--- src/rtl/vxe_regio_arb.sv ---
// vxe_regio_arb: two-master arbiter in front of a single regio register port.
// Write and read traffic run on independent channels (c=0 write, c=1 read).
// Each channel is an IDLE/ISSUE/WAIT/RESP FSM with round-robin grant and a
// response timeout. Done/err are decoded from the RESP state, so they are
// exactly one cycle wide and drop to 0 as soon as reset asserts.
module vxe_regio_arb #(
    parameter int TIMEOUT = 255
) (
    input  logic        clk,
    input  logic        rst,
    input  logic        i_m0_wreq,
    input  logic [9:0]  i_m0_wreg_idx,
    input  logic [31:0] i_m0_wdata,
    input  logic        i_m0_rreq,
    input  logic [9:0]  i_m0_rreg_idx,
    input  logic        i_m1_wreq,
    input  logic [9:0]  i_m1_wreg_idx,
    input  logic [31:0] i_m1_wdata,
    input  logic        i_m1_rreq,
    input  logic [9:0]  i_m1_rreg_idx,
    output logic        o_m0_wdone,
    output logic        o_m0_rdone,
    output logic        o_m1_wdone,
    output logic        o_m1_rdone,
    output logic        o_werr,
    output logic        o_rerr,
    output logic [31:0] o_rdata,
    output logic [9:0]  o_wreg_idx,
    output logic [31:0] o_wdata,
    output logic        o_wenable,
    input  logic        i_waccept,
    input  logic        i_werror,
    output logic [9:0]  o_rreg_idx,
    output logic        o_renable,
    input  logic [31:0] i_rdata,
    input  logic        i_raccept,
    input  logic        i_rerror
);
    typedef enum logic [1:0] {S_IDLE, S_ISSUE, S_WAIT, S_RESP} state_t;

    localparam logic [7:0] TO_CNT = 8'(TIMEOUT);

    // Per-channel views of the master/regio signals: [channel][master].
    logic [1:0][1:0]      req;
    logic [1:0][1:0][9:0] idx_in;
    logic [1:0]           acc;
    logic [1:0]           rerr_in;
    logic [1:0]           en;
    logic [1:0][9:0]      idx_o;
    logic [1:0][1:0]      done;
    logic [1:0]           errs;

    assign req[0]     = {i_m1_wreq, i_m0_wreq};
    assign req[1]     = {i_m1_rreq, i_m0_rreq};
    assign idx_in[0]  = {i_m1_wreg_idx, i_m0_wreg_idx};
    assign idx_in[1]  = {i_m1_rreg_idx, i_m0_rreg_idx};
    assign acc        = {i_raccept, i_waccept};
    assign rerr_in    = {i_rerror, i_werror};

    for (genvar c = 0; c < 2; c++) begin : g_ch
        state_t     st, st_nxt;
        logic [7:0] cnt_q;
        logic       gnt_q, last_q, err_q, sel, hit, tmo;
        logic [9:0] idx_q;

        // Responses count only while a request is outstanding.
        assign hit = (st == S_ISSUE || st == S_WAIT) && (acc[c] || rerr_in[c]);
        assign tmo = (st == S_WAIT) && (cnt_q == TO_CNT);
        // On a tie, favour the master that was not granted last.
        assign sel = (req[c] == 2'b11) ? ~last_q : req[c][1];

        // Next-state decode.
        always_comb begin
            st_nxt = st;
            case (st)
                S_IDLE:  if (|req[c]) st_nxt = S_ISSUE;
                S_ISSUE: st_nxt = hit ? S_RESP : S_WAIT;
                S_WAIT:  if (hit || tmo) st_nxt = S_RESP;
                S_RESP:  st_nxt = S_IDLE;
                default: st_nxt = S_IDLE;
            endcase
        end

        // State register.
        always_ff @(posedge clk or posedge rst) begin
            if (rst) st <= S_IDLE;
            else     st <= st_nxt;
        end

        // Grant bookkeeping, timeout counter and captured error flag.
        always_ff @(posedge clk or posedge rst) begin
            if (rst) begin
                gnt_q  <= 1'b0;
                last_q <= 1'b1;
                idx_q  <= '0;
                cnt_q  <= '0;
                err_q  <= 1'b0;
            end else begin
                if (st == S_IDLE && |req[c]) begin
                    gnt_q  <= sel;
                    last_q <= sel;
                    idx_q  <= sel ? idx_in[c][1] : idx_in[c][0];
                end
                if (st == S_ISSUE)                cnt_q <= '0;
                else if (st == S_WAIT && !tmo)    cnt_q <= cnt_q + 8'd1;
                // error wins when accept and error arrive together
                if (hit)      err_q <= rerr_in[c];
                else if (tmo) err_q <= 1'b1;
            end
        end

        assign en[c]    = (st == S_ISSUE);
        assign idx_o[c] = idx_q;
        assign done[c]  = {(st == S_RESP) && gnt_q, (st == S_RESP) && !gnt_q};
        assign errs[c]  = (st == S_RESP) && err_q;

        if (c == 0) begin : g_wdata
            // Write data follows the granted master, held between grants.
            always_ff @(posedge clk or posedge rst) begin
                if (rst)                         o_wdata <= '0;
                else if (st == S_IDLE && |req[c]) o_wdata <= sel ? i_m1_wdata : i_m0_wdata;
            end
        end else begin : g_rdata
            // Read data is taken on the same edge the response is recognised.
            always_ff @(posedge clk or posedge rst) begin
                if (rst)      o_rdata <= '0;
                else if (hit) o_rdata <= i_rdata;
            end
        end
    end

    assign o_wenable  = en[0];
    assign o_renable  = en[1];
    assign o_wreg_idx = idx_o[0];
    assign o_rreg_idx = idx_o[1];
    assign o_m0_wdone = done[0][0];
    assign o_m1_wdone = done[0][1];
    assign o_m0_rdone = done[1][0];
    assign o_m1_rdone = done[1][1];
    assign o_werr     = errs[0];
    assign o_rerr     = errs[1];

endmodule

--- config.mk ---
export PLATFORM = sky130hd
export DESIGN_NAME = vxe_regio_arb
export DESIGN_NICKNAME = d
export VERILOG_FILES = /design/src/rtl/vxe_regio_arb.sv
export SDC_FILE = /design/constraint.sdc
export NUM_CORES = 1
export LEC_CHECK = 0
export ABC_CLOCK_PERIOD_IN_PS = 4200
export CAP_MARGIN = 20
export CORE_AREA = 2 2 100 175
export CTS_CLUSTER_DIAMETER = 120
export DETAILED_ROUTE_END_ITERATION = 10
export DIE_AREA = 0 0 102 177
export PLACE_DENSITY_LB_ADDON = 0.25
export SLEW_MARGIN = 5
export SYNTH_ARGS = -nofsm -noshare
export SYNTH_HDL_FRONTEND = slang
export SYNTH_SLANG_ARGS = --single-unit
--- constraint.sdc ---
create_clock -name clk -period 4.2 [get_ports clk]
set_clock_uncertainty 0.2 [all_clocks]
set_input_delay 0.63 -clock clk [delete_from_list [all_inputs] [get_ports clk]]
set_output_delay 0.63 -clock clk [all_outputs]
set_load 0.05 [all_outputs]
# Yosys cells after proc, flatten, opt, wreduce, memory -nomap -nowiden
# Index checks and enable logic that the tools add are counted.
[totals]
out_inout_bits = 92
input_bits = 146
word_cells = 87
register_bits = 110
[op_classes]
reduce_logical = 34
eq_ne = 14
add_sub_neg = 2
n_mux = 21
n_bitwise = 2
[ops]
columns = ["operator", "n"]
rows = [
  ["$mux W32", 1],
  ["$mux W8", 4],
  ["$mux W10", 2],
  ["$add A8 B1 Y8 const B", 2],
  ["$eq A8 B8 Y1 const B", 2],
  ["$pmux W2 S4", 2],
  ["$logic_and A1 B1 Y1", 14],
  ["$eq A2 B2 Y1 const B", 6],
  ["$mux W1", 8],
  ["$mux W2", 4],
  ["$reduce_bool A2 Y1", 4],
  ["$logic_or A1 B1 Y1", 6],
  ["$eq A2 B1 Y1 const B", 2],
  ["$logic_not A1 Y1", 4],
  ["$logic_not A2 Y1", 2],
  ["$ne A2 B1 Y1 const B", 2],
  ["$ne A2 B2 Y1 const B", 2],
  ["$reduce_and A2 Y1", 2],
  ["$reduce_or A2 Y1", 2],
  ["$not A1 Y1", 2],
]

# Logic depth before layout (Yosys ltp)
[depth]
word_depth = 6
mapped_depth = 7
ltp_nobuf = 6

# Least setup slack after synthesis
# No wires, ideal clock.
[synth_path]
path_type = "register -> output"
startpoint = "register g_ch[1].st[1]"
endpoint = "output o_m0_rdone"
arrival_ns = 1.261
slack_ns = 2.109
path_stages_with_launch = 3
path_buffers = 0
cell_sequence = "dfrtp_1 > ha_1 > nor2b_1"
[synth_between]
elab_chain_cells = 2
[synth_rtl]
columns = ["element", "line_no", "source"]
rows = [
  ["start, declared", "61", "state_t st, st_nxt;"],
  ["start signal, assigned", "87", "else st <= st_nxt;"],
  ["$eq A2 B2 Y1", "114", "assign done[c] = {(st == S_RESP) && gnt_q, (st == S_RESP) && !gnt_q};"],
  ["$logic_and A1 B1 Y1", "114", ""],
  ["end, declared", "22", "output logic o_m0_rdone,"],
]
# Every way passes these cells.

# Final worst setup path
[layout_path]
startpoint = "register g_ch[0].st[1]"
endpoint = "output o_wenable"
[layout_between]
elab_chain_cells = 1
[layout_rtl]
columns = ["element", "line_no", "source"]
rows = [
  ["start, declared", "61", ""],
  ["start signal, assigned", "87", ""],
  ["$eq A2 B1 Y1", "112", "assign en[c] = (st == S_ISSUE);"],
  ["end, declared", "30", "output logic o_wenable,"],
]
# Every way passes these cells.

==> flow_summary.ini <==
[run_status]
status = complete, no violations

[power]
power.leakage_nw = 3.364
powerDensity_nw_per_um2 = 809.1
total_power_mw = 6.456
swShare_pct = 47.74
combPwrFrac_pct = 59.6
cellInternalPower_mw = 3.374
irDropWorstVdd_mv = 0.4736
power_frac_seq_pct = 28.1
clockPowerShare_pct = 12.4
power.switching_mw = 3.082

[place]
place_hpwl_um = 10580
portBuffers = 237
gp_congestion = 0.7996

[global_route]
grtUsageTotal_pct = 15.24
antenna_found_initial = 0
grt_max_degree = 63
grt_overflow = 0
grt_pass1_wl_um = 21650
grt_pass1_vias = 4307

[sta]
rsz0062_at_grt = no
finalSetupViolations = 0
worst_slew_pin_slew_ns = 0.7314
report.final.slew_viol_count = 0
period_share_pct = 72.15
fin_hold_ws_ns = 0.2815
fin_crit_ns = 3.030
hold_violations = 0
fin_tns_setup_ns = 0
fmax_mhz = 330.0
maxSlewHeadroom_pct = 51.12

[worst_setup_path]
worstPathMaxFanout = 10
path_class = flop to output pin
required_ns = 3.37
cp-startpoint = g_ch[0].st[1]
worst_r2r_path_depth = 5
r2r-start = g_ch[1].st[1]
crit_arrival_ns = 2.20
endpoint_kind = output pin
start_kind = flop

[floorplanning]
row_count = 63
dieWidth_um = 102
initial_utilization_pct = 30.38
core-area_um2 = 16710
die-height_um = 177
dieArea_um2 = 18050
ioPinCount = 238

[min_path]
min_path_cells = 2
hold_start = o_rreg_idx[7]
min_path_type = flop to flop

[logic_synthesis]
yosys-top-cells-area = dfrtp_1, mux2i_1, mux2_2, o21ai_0, nand2_1
ys_seq_area_share_pct = 54.26
ys_types = 44
ys.flop_type = dfrtp_1
synth_edf_count = 0
ys_ff_latch = 110
yosysWarnings = 0
synth.largest_area_cell = dfrtp_1
synthTopCellsByCount = dfrtp_1, nand2_1, o21ai_0
yosysMostFrequentCell = dfrtp_1
synth.cell_area_um2 = 5077
synth_top_area_share_pct = 53.23
avgSynthCellArea_um2 = 11.31
async_reset_ff_share_pct = 100.0
synthCells = 449
syn_nets = 607

[final_layout]
fin_nets = 838
n_antenna_cell = 0
layout-drive-gt1-share_pct = 9.197
fill_cells = 1572
area.growth.synth_to_final_pct = 57.15

[clocking]
cts_tree = done
cts_setup_buffers = 0
cts_made_buffers = 9
clockBufferDepth = 2
cts-resized-gates = 0
cts_max_level = 3
cts_root_buf = clkbuf_16
insertion_delay_ns = 0.33
clock_sinks = 110
holdBufCountCts = 0
clk_pin_slew_ns = 0.07

[detailed_routing]
final_antenna_net_count = 0
drtPass1Iterations = 4
avgRoutedWirePerCell_um = 15.06
drcViolationCount = 0
via_per_inst = 4.590
num_vias = 4186
drtIter0Drc = 92
wl_um = 13740

[flow_run]
cap_violations = 0
[worst max-delay path, stage by stage (launching register included)]
cell and delay (ns):
dfrtp_1 0.42, inv_1 0.14, ha_1 0.41, clkdlybuf4s50_1 0.89
[through the flow]
stage	utilization (%)	std cells	worst slack, ns	area (um^2)
final	47.75	912	1.170	7979
after global routing	47.75	912	1.068	7979
after CTS	47.75	912	1.135	7979
after detailed placement	46.08	896	1.301	7700
after global placement	46.03	895	1.380	7692
after floorplan	-	449	0.4710	5077
[state kept, by name (all words and copies together) (netlist names)]
| name | flops |
|---|---|
| o_rdata | 32 |
| o_wdata | 32 |
| g_ch.cnt_q | 16 |
| o_rreg_idx | 10 |
| o_wreg_idx | 10 |
| g_ch.st | 4 |
| g_ch.err_q | 2 |
| g_ch.gnt_q | 2 |
| g_ch.last_q | 2 |
[routing by layer]
metal,up-vias,GRT usage (%),wire length [um]
met5,-,0,0
met4,0,4.389,255
met3,12,3.081,639
met2,134,27.69,7466
met1,1994,17.79,5377
li1,2046,-,-
[cell type report]
| type | instances | area [um^2] | area share, % |
|---|---|---|---|
| flip-flops and latches | 110 | 2755 | 34.53 |
| repair buffers | 243 | 2442 | 30.61 |
| multi-input cells | 308 | 2186 | 27.40 |
| well taps | 227 | 284.0 | 3.560 |
| clock buffers | 12 | 246.5 | 3.089 |
| clock inverters | 4 | 32.53 | 0.4077 |
| inverters | 8 | 32.53 | 0.4077 |
[cell usage in the layout, fill, tap and decap left out, types with 2 or more instances in the layout]
cell	synthesis	final
a211oi_1	2	2
a21oi_1	10	10
a22o_1	2	2
a31oi_1	4	4
and2_1	5	5
and4_1	2	2
buf_12	0	2
buf_4	5	4
clkbuf_1	5	2
clkbuf_16	0	9
clkdlybuf4s50_1	0	237
clkinv_4	0	2
clkinvlp_4	0	2
dfrtp_1	108	108
dfstp_2	2	2
ha_1	12	12
inv_1	8	7
mux2_2	33	33
mux2i_1	54	54
nand2_1	61	61
nand3_1	6	6
nand4_1	3	3
nor2_1	16	16
nor2b_1	3	3
nor3_1	5	5
o211ai_1	3	3
o21a_1	2	2
o21ai_0	60	58
o21ai_4	1	2
o31ai_1	2	2
or4_1	2	2
xor2_1	4	4
[logic make-up after synthesis]
group / Yosys count / synth area share [%]
muxes: 87 / 17.96
and+or+nand+nor: 109 / 9.956
AOI/OAI and AO/OA: 96 / 11.04
xor gates and xnor gates: 4 / 0.6899
adders and majority gates: 12 / 2.957
buffers and inverters: 31 / 3.130
DFF: 110 / 54.26
[worst paths after layout]
kind	slack [ns]	endpoint
min	0.28	o_rreg_idx[7]
max in group asynchronous	2.41	g_ch[1].last_q
min reg2reg	0.28	o_rreg_idx[7]
max	1.17	o_wenable
min in group asynchronous	0.57	o_rdata[22]
max reg2reg	1.97	o_rdata[28]
[power groups by stage]
stage	clock [mW]	sequential (mW)	combinational [mW]
global placement	0	1.81	3.83
finish	0.799	1.81	3.85
global route	0.872	1.87	4.09
CTS	0.835	1.82	3.89
floorplan	0	3.17	1.23
detailed placement	0	1.83	3.89
(Power assumes the default switching activity.)
